**config.mk**
```make
export PLATFORM = sky130hd
export DESIGN_NAME = uart_tx_arbiter
export DESIGN_NICKNAME = d
export VERILOG_FILES = /design/src/rtl/uart_tx_arb_pkg.sv /design/src/rtl/baud_tick.sv /design/src/rtl/uart_tx_arbiter.sv
export SDC_FILE = /design/constraint.sdc
export NUM_CORES = 1
export LEC_CHECK = 0
export BUFFER_PORTS_ARGS = -buffer_cell sky130_fd_sc_hd__buf_2
export CAP_MARGIN = 40
export CORE_MARGIN = 2
export CORE_UTILIZATION = 55
export CTS_BUF_LIST = sky130_fd_sc_hd__clkbuf_16
export DETAILED_ROUTE_END_ITERATION = 7
export PLACE_DENSITY = 0.74
export SETUP_SLACK_MARGIN = 0.5
export SLEW_MARGIN = 20
export SYNTH_ARGS = -nofsm -noshare
export SYNTH_HDL_FRONTEND = slang
export SYNTH_SLANG_ARGS = --single-unit
```
**constraint.sdc**
```tcl
create_clock -name clk_i -period 5.85 [get_ports clk_i]
set_input_delay 1.755 -clock clk_i [delete_from_list [all_inputs] [get_ports clk_i]]
set_output_delay 1.755 -clock clk_i [all_outputs]
set_load 0.02 [all_outputs]
```
**src/rtl/uart_tx_arb_pkg.sv**
```systemverilog
// Shared types and constants for the UART transmit arbiter.
//
// Contents:
//   tx_state_e  - frame sequencer states
//   divisor()   - clocks per bit, rounded to nearest
//   DATA_BITS   - payload bits per frame
//   FRAME_BITS  - line bits per frame (start + data [+ parity] + stop)
//
// Optional feature: define UART_TX_ARB_PARITY_EN to add an even-parity bit.

package uart_tx_arb_pkg;

  localparam int unsigned DATA_BITS = 8;

`ifdef UART_TX_ARB_PARITY_EN
  localparam int unsigned FRAME_BITS = 11;

  typedef enum logic [2:0] {
    StIdle,
    StStart,
    StData,
    StParity,
    StStop
  } tx_state_e;
`else
  localparam int unsigned FRAME_BITS = 10;

  typedef enum logic [1:0] {
    StIdle,
    StStart,
    StData,
    StStop
  } tx_state_e;
`endif

  // Clock cycles per bit; the design relies on the result being at least 2.
  function automatic int unsigned divisor(input int unsigned clk_hz, input int unsigned baud);
    return (clk_hz + baud / 2) / baud;
  endfunction

endpackage

```
**src/rtl/baud_tick.sv**
```systemverilog
// Bit-period timer for the UART transmitter.
//
// Ports:
//   clk_i   - system clock
//   rst_ni  - asynchronous active-low reset
//   clr_i   - synchronous clear; holds the count at zero while asserted
//   tick_o  - one-cycle pulse on the last cycle of each bit period
//
// The count restarts from zero whenever clr_i is released, so every bit
// boundary lines up with the start bit of the current frame.

module baud_tick #(
  parameter int unsigned DIVISOR = 313
) (
  input  logic clk_i,
  input  logic rst_ni,
  input  logic clr_i,
  output logic tick_o
);

  localparam int unsigned CntW = $clog2(DIVISOR);
  localparam logic [CntW-1:0] CntMax = CntW'(DIVISOR - 1);

  logic [CntW-1:0] cnt_q, cnt_d;

  always_comb begin
    tick_o = ~clr_i & (cnt_q == CntMax);
    cnt_d  = cnt_q + 1'b1;
    if (clr_i || tick_o) begin
      cnt_d = '0;
    end
  end

  always_ff @(posedge clk_i or negedge rst_ni) begin
    if (!rst_ni) begin
      cnt_q <= '0;
    end else begin
      cnt_q <= cnt_d;
    end
  end

endmodule

```
**src/rtl/uart_tx_arbiter.sv**
```systemverilog
// Round-robin arbiter sharing one UART TX line among N_REQ byte sources.
//
// Ports:
//   clk_i    - system clock
//   rst_ni   - asynchronous active-low reset; abandons any frame in flight
//   req_i    - per-requester level request
//   data_i   - byte for requester k at bits [8k+7:8k], captured on the grant edge
//   gnt_o    - one-hot, one-cycle grant pulse
//   owner_o  - index of the requester owning the current/last frame
//   busy_o   - high for every cycle of a frame
//   tx_o     - serial line, idles high
//
// Frame: start bit, 8 data bits LSB first, optional even parity, stop bit.
// Optional feature: define UART_TX_ARB_PARITY_EN to insert the parity bit.
// Every output is registered; a frame starts on the cycle after the grant edge.

module uart_tx_arbiter
  import uart_tx_arb_pkg::*;
#(
  parameter int unsigned N_REQ  = 2,
  parameter int unsigned CLK_HZ = 3_000_000,
  parameter int unsigned BAUD   = 9600
) (
  input  logic                       clk_i,
  input  logic                       rst_ni,
  input  logic [N_REQ-1:0]           req_i,
  input  logic [N_REQ*DATA_BITS-1:0] data_i,
  output logic [N_REQ-1:0]           gnt_o,
  output logic [$clog2(N_REQ)-1:0]   owner_o,
  output logic                       busy_o,
  output logic                       tx_o
);

  localparam int unsigned IdxW    = $clog2(N_REQ);
  localparam int unsigned Divisor = divisor(CLK_HZ, BAUD);
  localparam logic [IdxW-1:0] LastRst = IdxW'(N_REQ - 1);
  localparam logic [2:0] LastBit = 3'(DATA_BITS - 1);

  tx_state_e            state_q, state_d;
  logic [DATA_BITS-1:0] shift_q, shift_d;
  logic [2:0]           bit_idx_q, bit_idx_d;
  logic [IdxW-1:0]      last_q, last_d;
  logic [IdxW-1:0]      owner_q, owner_d;
  logic [N_REQ-1:0]     gnt_q, gnt_d;
  logic                 busy_q, busy_d;
  logic                 tx_q, tx_d;
`ifdef UART_TX_ARB_PARITY_EN
  logic                 parity_q, parity_d;
`endif

  logic            tick;
  logic            win_valid;
  logic [IdxW-1:0] win_idx;
  logic [IdxW-1:0] cand;

  // Timer is held cleared in idle so the first tick lands DIVISOR cycles after the grant.
  baud_tick #(
    .DIVISOR (Divisor)
  ) u_baud_tick (
    .clk_i  (clk_i),
    .rst_ni (rst_ni),
    .clr_i  (state_q == StIdle),
    .tick_o (tick)
  );

  // Round-robin search starting just after the previous winner, wrapping at N_REQ.
  always_comb begin
    win_valid = 1'b0;
    win_idx   = '0;
    cand      = '0;
    for (int i = 1; i <= int'(N_REQ); i++) begin
      cand = IdxW'((int'(last_q) + i) % int'(N_REQ));
      if (!win_valid && req_i[cand]) begin
        win_valid = 1'b1;
        win_idx   = cand;
      end
    end
  end

  always_comb begin
    state_d   = state_q;
    shift_d   = shift_q;
    bit_idx_d = bit_idx_q;
    last_d    = last_q;
    owner_d   = owner_q;
    gnt_d     = '0;
    busy_d    = busy_q;
    tx_d      = tx_q;
`ifdef UART_TX_ARB_PARITY_EN
    parity_d  = parity_q;
`endif

    unique case (state_q)
      StIdle: begin
        if (win_valid) begin
          shift_d   = data_i[{win_idx, 3'b000} +: DATA_BITS];
          bit_idx_d = '0;
          last_d    = win_idx;
          owner_d   = win_idx;
          gnt_d     = N_REQ'(1) << win_idx;
          busy_d    = 1'b1;
          tx_d      = 1'b0;
`ifdef UART_TX_ARB_PARITY_EN
          parity_d  = ^data_i[{win_idx, 3'b000} +: DATA_BITS];
`endif
          state_d   = StStart;
        end
      end
      StStart: begin
        if (tick) begin
          tx_d    = shift_q[0];
          state_d = StData;
        end
      end
      StData: begin
        if (tick) begin
          if (bit_idx_q == LastBit) begin
`ifdef UART_TX_ARB_PARITY_EN
            tx_d    = parity_q;
            state_d = StParity;
`else
            tx_d    = 1'b1;
            state_d = StStop;
`endif
          end else begin
            // shift_q[0] is the bit on the line; the next one is shift_q[1].
            bit_idx_d = bit_idx_q + 3'd1;
            shift_d   = shift_q >> 1;
            tx_d      = shift_q[1];
          end
        end
      end
`ifdef UART_TX_ARB_PARITY_EN
      StParity: begin
        if (tick) begin
          tx_d    = 1'b1;
          state_d = StStop;
        end
      end
`endif
      StStop: begin
        if (tick) begin
          busy_d  = 1'b0;
          state_d = StIdle;
        end
      end
      default: begin
        tx_d    = 1'b1;
        busy_d  = 1'b0;
        state_d = StIdle;
      end
    endcase
  end

  always_ff @(posedge clk_i or negedge rst_ni) begin
    if (!rst_ni) begin
      state_q   <= StIdle;
      shift_q   <= '0;
      bit_idx_q <= '0;
      last_q    <= LastRst;
      owner_q   <= '0;
      gnt_q     <= '0;
      busy_q    <= 1'b0;
      tx_q      <= 1'b1;
`ifdef UART_TX_ARB_PARITY_EN
      parity_q  <= 1'b0;
`endif
    end else begin
      state_q   <= state_d;
      shift_q   <= shift_d;
      bit_idx_q <= bit_idx_d;
      last_q    <= last_d;
      owner_q   <= owner_d;
      gnt_q     <= gnt_d;
      busy_q    <= busy_d;
      tx_q      <= tx_d;
`ifdef UART_TX_ARB_PARITY_EN
      parity_q  <= parity_d;
`endif
    end
  end

  assign gnt_o   = gnt_q;
  assign owner_o = owner_q;
  assign busy_o  = busy_q;
  assign tx_o    = tx_q;

endmodule

```
==> flow_summary.toml, run 1 <==
[status]
outcome = "completed"

[routing]
vias = 1086
postRouteAntennaNets = 0
first_pass_iters = 4
drt_iter0_drc = 25
drc = 0
drt-total-wl_um = 2720
vias_per_cell = 5.541
wl_per_cell_um = 13.88

[sta]
clock_skew_ns = 0.005952
rsz0062_at_grt = "false"
tightest_slew_ns = 0.6290
period_share = 0.5284
fin_crit_ns = 3.091
timing.final.hold_violations = 0
timing.fmax_mhz = 323.5
maxSlewHeadroom = 0.5806
tns_ns = 0
drv_slew = 0
worst_slack_ns = 2.759
finalSetupViolCount = 0

[cts]
holdBufCountCts = 0
clkTransAtPathRegs_ns = 0.07
cts_max_level = 1
clock-sinks = 28
clockBufferDepth = 2
cts_resized = 0
root_buffer = "clkbuf_16"
post-cts-setup-buffer-count = 0
cts_buffers = 3
cts_tree = "yes"
clk_latency_ns = 0.26

[logic_synthesis]
yosysTopAreaCellShare = 0.4315
synth_seq_cells = 28
synth.area.top_cells = "dfrtp_1 (43%), mux2_4 (7.0%), ha_1 (6.6%)"
synth_fp_nets = 172
synth.distinct_cells = 34
yosys_warnings = 0
yosysTopAreaCell = "dfrtp_1"
syn_inst = 144
syn-mean-instance-area_um2 = 10.47
yosysSeqAreaShare = 0.4664
ys.flop_type = "dfrtp_1"
netlist_area_um2 = 1508
synth_edf_count = 0
async_reset_ff_frac = 1.000

[placed_design]
pre_cts_ws_ns = 2.496
hpwlAfterDp_um = 1986
gp_congestion = 0.7681
place_area_um2 = 1643
numPortBuffers = 24
dp.cells = 193

[global_route]
antenna_found_initial = 0
use_met1 = 0.2533
gr-total-overflow = 0
grt_max_degree = 29
grt_pass1_wl_um = 4899
busiest_layer = "met2"
grt_util_met3 = 0.02074
grt_pass1_vias = 1142
grt_use_total = 0.1933
grtUsageMet2 = 0.3328

[floorplan]
die_area_um2 = 3176
die_h_um = 56.36
design.core.area_um2 = 2545
start_util = 0.5924
ios = 25
rows = 18
die_x_um = 56.36

[power_and_ir_drop]
p_total_uw = 365.6
leakage_uw = 0.0008251
power.density_nw_per_um2 = 212.8
ir_drop_v = 0.0001571

[setup_path]
cp.arrival_ns = 3.24
worstPathMaxFanout = 11
critPathKind = "in2reg"
cp.required_ns = 6.00
cp-end-kind = "flop"
worstSetupStartpointType = "primary input"

[worst_hold_path]
hp-class = "reg2reg"

[job]
max_cap_violations = 0

[finish]
diodes = 0
fin_cells = 196
layout-drive-gt1-share = 0.2470
area_delta_synth_final_pct = 13.94
fin_area_um2 = 1718
final_nets = 196
[report_power, final]
part           switching, uW  total (uW)  internal [uW]
clock                   61.2         152           90.6
combinational           9.80        19.2           9.41
sequential             0.364         195            194
total                   71.4         366            294
[critical path, stage by stage]
cell and delay [ns]:
buf_2 0.12, or2_2 0.31, nand3b_1 0.09, o31a_1 0.55
mux2_2 0.41
[final timing paths]
| path | startpoint | to | slack, ns | depth (start not counted) |
|---|---|---|---|---|
| worst max-delay path | req_i[0] | shift_q[0] | 2.76 | 5 |
| worst min-delay path | u_baud_tick.cnt_q[0] | u_baud_tick.cnt_q[0] | 0.49 | 1 |
| worst max register to register | state_q[0] | shift_q[0] | 3.54 | 5 |
| worst min register to register | u_baud_tick.cnt_q[0] | u_baud_tick.cnt_q[0] | 0.49 | 1 |
| max in group asynchronous | rst_ni | u_baud_tick.cnt_q[7] | 3.94 | 1 |
| min in group asynchronous | rst_ni | shift_q[6] | 1.50 | 1 |
[cells in the final DEF (no fill, tap or decap)]
| cell | n |
|---|---|
| dfrtp_1 | 26 |
| buf_2 | 24 |
| nand2_1 | 15 |
| nor2_1 | 15 |
| o21ai_0 | 12 |
| mux2i_1 | 9 |
| ha_1 | 8 |
| inv_1 | 7 |
| mux2_4 | 7 |
| xnor2_1 | 5 |
| a21oi_1 | 4 |
| nand3_1 | 3 |
| mux2_2 | 3 |
| clkbuf_16 | 3 |
| nand4b_1 | 2 |
| nor3_1 | 2 |
| xor2_1 | 2 |
| a22o_1 | 2 |
| dfstp_2 | 2 |
| or4_1 | 1 |
| and3_1 | 1 |
| a21boi_0 | 1 |
| and2_1 | 1 |
| nand2b_1 | 1 |
| or2_2 | 1 |
| nand3b_1 | 1 |
| o31a_1 | 1 |
| nor4_1 | 1 |
| nor3b_1 | 1 |
| o211a_1 | 1 |
| a311o_1 | 1 |
| a31oi_1 | 1 |
| o22a_1 | 1 |
| buf_4 | 1 |
[cell usage after synthesis (2+ instances only)]
cell type,number
dfrtp_1,26
nand2_1,15
nor2_1,15
o21ai_0,12
mux2i_1,9
ha_1,8
inv_1,7
mux2_4,7
xnor2_1,5
a21oi_1,4
clkbuf_1,4
mux2_2,3
nand3_1,3
a22o_1,2
dfstp_2,2
nand4b_1,2
nor3_1,2
xor2_1,2
[state kept, by name, summed over array words and instances (netlist names)]
name	count
bit_idx_q	3
tx_o	1
shift_q	8
owner_o	1
gnt_o	2
state_q	2
u_baud_tick.cnt_q	9
last_q	1
busy_o	1
[metal layers]
metal | routed length, um | vias up
met5 | 0 | -
met1 | 1338 | 521
met2 | 1289 | 20
li1 | - | 540
met4 | 42 | 0
met3 | 50 | 5
[final cells by class]
cell class | count | area (um^2)
flip-flops and latches | 28 | 703.2
inverters | 7 | 26.28
repair buffers | 25 | 127.6
fillers | 199 | 827.0
well taps | 30 | 37.54
clock buffers | 3 | 75.07
multi-input cells | 103 | 748.2
[cells by family (layout without fill, tap and decap cells)]
group | after synthesis | count (layout) | share of synthesized area
AO/OA/AOI/OAI | 24 | 24 | 0.09877
multiplexers | 19 | 19 | 0.1519
buffers and inverters | 13 | 35 | 0.03734
XOR/XNOR | 7 | 7 | 0.04066
flip-flops | 28 | 28 | 0.4664
adder cells (fa/ha/maj) | 8 | 8 | 0.06639
AND/OR/NAND/NOR | 45 | 45 | 0.1386
[through the flow]
| stage | hold slack, ns | utilization |
|---|---|---|
| after floorplan | 0.4547 | - |
| after global placement | 0.4715 | 0.6455 |
| after detailed placement | 0.4848 | 0.6455 |
| after CTS | 0.4954 | 0.6750 |
| after global routing | 0.5279 | 0.6750 |
| final | 0.4913 | 0.6750 |
No activity file was read; power rests on OpenSTA's default activity.
==> run 2: changes to the inputs <==
--- a/config.mk
+++ b/config.mk
@@ -5,6 +5,7 @@
 export SDC_FILE = /design/constraint.sdc
 export NUM_CORES = 1
 export LEC_CHECK = 0
+export ABC_AREA = 1
 export BUFFER_PORTS_ARGS = -buffer_cell sky130_fd_sc_hd__buf_2
 export CAP_MARGIN = 40
 export CORE_MARGIN = 2
==> constraint.sdc (replaced) <==
create_clock -name clk_i -period 2.9 [get_ports clk_i]
set_input_delay 0.87 -clock clk_i [delete_from_list [all_inputs] [get_ports clk_i]]
set_output_delay 0.87 -clock clk_i [all_outputs]
set_load 0.02 [all_outputs]
==> flow_summary.toml, run 2 <==
[power_and_ir_drop]
leakage_uw = 0.0008887
power.density_nw_per_um2 = 1020
ir_drop_v = 0.0007658

[finish]
n_fill_cell = 209
regMostFlops = "u_baud_tick.cnt_q"
fin_cells = 248
final_cell_mix = "nand2_1 (54), nor2_1 (35), dfrtp_1 (26), buf_2 (24), inv_1 (17)"
layout_commonest_cell = "nand2_1"
largest_reg_flops = 9
area_delta_synth_final_pct = 13.97
final_nets = 247
layout-drive-gt1-share = 0.1560
multi_input_area_um2 = 704.4
diodes = 0
layout.area.seq_um2 = 703.2
reg.largest.list = "u_baud_tick.cnt_q (9), shift_q (8), bit_idx_q (3)"

[cts]
clk_latency_ns = 0.26
clockBufferDepth = 2
clkTransAtPathRegs_ns = 0.07
cts_resized = 0
cts_max_level = 1
cts_tree = "yes"
post-cts-setup-buffer-count = 0
clock-sinks = 28
cts_buffers = 3
root_buffer = "clkbuf_16"
holdBufCountCts = 0

[logic_synthesis]
ys.flop_type = "dfrtp_1"
yosysTopAreaCellShare = 0.4323
synth_seq_cells = 28
synth.area.mux_share = 0
synth-simple-area-share = 0.3017
yosysSeqAreaShare = 0.4672
synth-compound-area-share = 0.09393
netlist_area_um2 = 1505
synth_fa_ha_area_frac = 0.06650
yosys_warnings = 0
synth_fp_nets = 222
yosysMostFrequentCell = "nand2_1"
synth.area.top_cells = "dfrtp_1 (43%), nand2_1 (13%), nor2_1 (8.7%)"
syn-mean-instance-area_um2 = 7.759
yosysTopAreaCell = "dfrtp_1"
async_reset_ff_frac = 1.000
synth_xor_area_frac = 0.005819
synth_top_family_by_area = "simple AND/OR/NAND/NOR gates"
synth.distinct_cells = 22
syn_inst = 194
synth_common_cells = "nand2_1 (54), nor2_1 (35), dfrtp_1 (26)"
synth_edf_count = 0

[sta]
clock_skew_ns = 0.004023
tightest_slew_ns = 0.6234
timing.fmax_mhz = 491.3
rsz0062_at_grt = "false"
period_share = 0.7018
tns_ns = 0
timing.final.hold_violations = 0
finalSetupViolCount = 0
maxSlewHeadroom = 0.5844
fin_crit_ns = 2.035
drv_slew = 0

[setup_path]
rrSetupSlack_ns = 0.86
cp_common_cell = "nand2_1"
cp.required_ns = 3.06
critPathKind = "reg2reg"
worstPathMaxFanout = 15
slowest_stage = "o21ai_0"
cp.arrival_ns = 2.19
r2r_cells = 8
cp-end-kind = "flop"
reg2reg_to = "state_q[1]"
worstReg2RegStart = "state_q[0]"
worstSetupStartpointType = "flop"
critPathMaxStageDelay_ns = 0.44
crit_chain = "inv_1 > ha_1 > inv_2 > nand2_1 > o21ai_0 > nand3_1 > nand2_1 > nand2_1"

[worst_hold_path]
hold_depth = 2
hp-start = "owner_o"
hold_end = "owner_o"
hp-class = "reg2reg"

[routing]
drt_iter0_drc = 64
wl_per_cell_um = 11.92
drc = 0
first_pass_iters = 4
postRouteAntennaNets = 0
drt-total-wl_um = 2957
vias = 1305
vias_per_cell = 5.262

[placed_design]
gp_congestion = 0.8195
dp.cells = 244
numPortBuffers = 24
hpwlAfterDp_um = 2146

[global_route]
antenna_found_initial = 0
grt_max_degree = 29
gr-total-overflow = 0
grt_pass1_wl_um = 5119
grt_use_total = 0.2046
grt_pass1_vias = 1176

[floorplan]
rows = 18
die_area_um2 = 3171
die_h_um = 56.32
design.core.area_um2 = 2545
ios = 25
start_util = 0.5914
die_x_um = 56.32

[job]
max_cap_violations = 0

[status]
outcome = "completed"
[run 2: power by group]
| group | internal [uW] | switching, uW |
|---|---|---|
| registers | 547 | 91.2 |
| logic | 271 | 520 |
| clock network | 185 | 134 |
| total | 1000 | 746 |
[run 2: cell families (layout without fill, tap and decap cells)]
logic type                 after synthesis  count (layout)
AOI/OAI and AO/OA                       26              26
buffers and inverters                   23              47
adders and majority gates                8               8
and+or+nand+nor                        108             108
xor gates and xnor gates                 1               1
DFF                                     28              28
[run 2: cell type report]
type | count | share of cell area
flip-flops and latches | 28 | 0.4099
multi-input cells | 143 | 0.4106
well taps | 30 | 0.02188
clock inverters | 1 | 0.002188
repair buffers | 24 | 0.07002
inverters | 19 | 0.04158
clock buffers | 3 | 0.04376
[run 2: critical path, delay by kind of cell, from the launching register on]
family / cells / cell delay (ns)
buf+inv: 2 / 0.34
simple gates: 4 / 0.45
compound gates: 1 / 0.44
fa+ha+maj: 1 / 0.29
flops: 1 / 0.41
[run 2: metal layers]
layer | track usage | up-vias | wire (um)
li1 | - | 669 | -
met1 | 0.2810 | 596 | 1413
met4 | 0.06122 | 0 | 27
met5 | 0 | - | 0
met3 | 0.02765 | 4 | 121
met2 | 0.3378 | 36 | 1395
[run 2: how the worst max path moves through the flow]
stage,from,end,cells past startpoint
floorplan,req_i[0],state_q[1],7
global placement,req_i[0],shift_q[2],8
detailed placement,req_i[0],shift_q[7],8
CTS,state_q[0],state_q[1],8
global route,state_q[0],state_q[1],8
finish,state_q[0],state_q[1],8
[run 2: through the flow]
stage,setup slack (ns),util,hold WS [ns],total power [uW],cell area [um^2]
floorplan,1.221,-,0.4422,1276,1505
detailed placement,0.8542,0.6431,0.4549,1430,1637
finish,0.8648,0.6740,0.4670,1749,1715
CTS,0.9046,0.6740,0.4723,1748,1715
global placement,0.8877,0.6431,0.4497,1410,1637
global route,0.6681,0.6740,0.4877,1901,1715
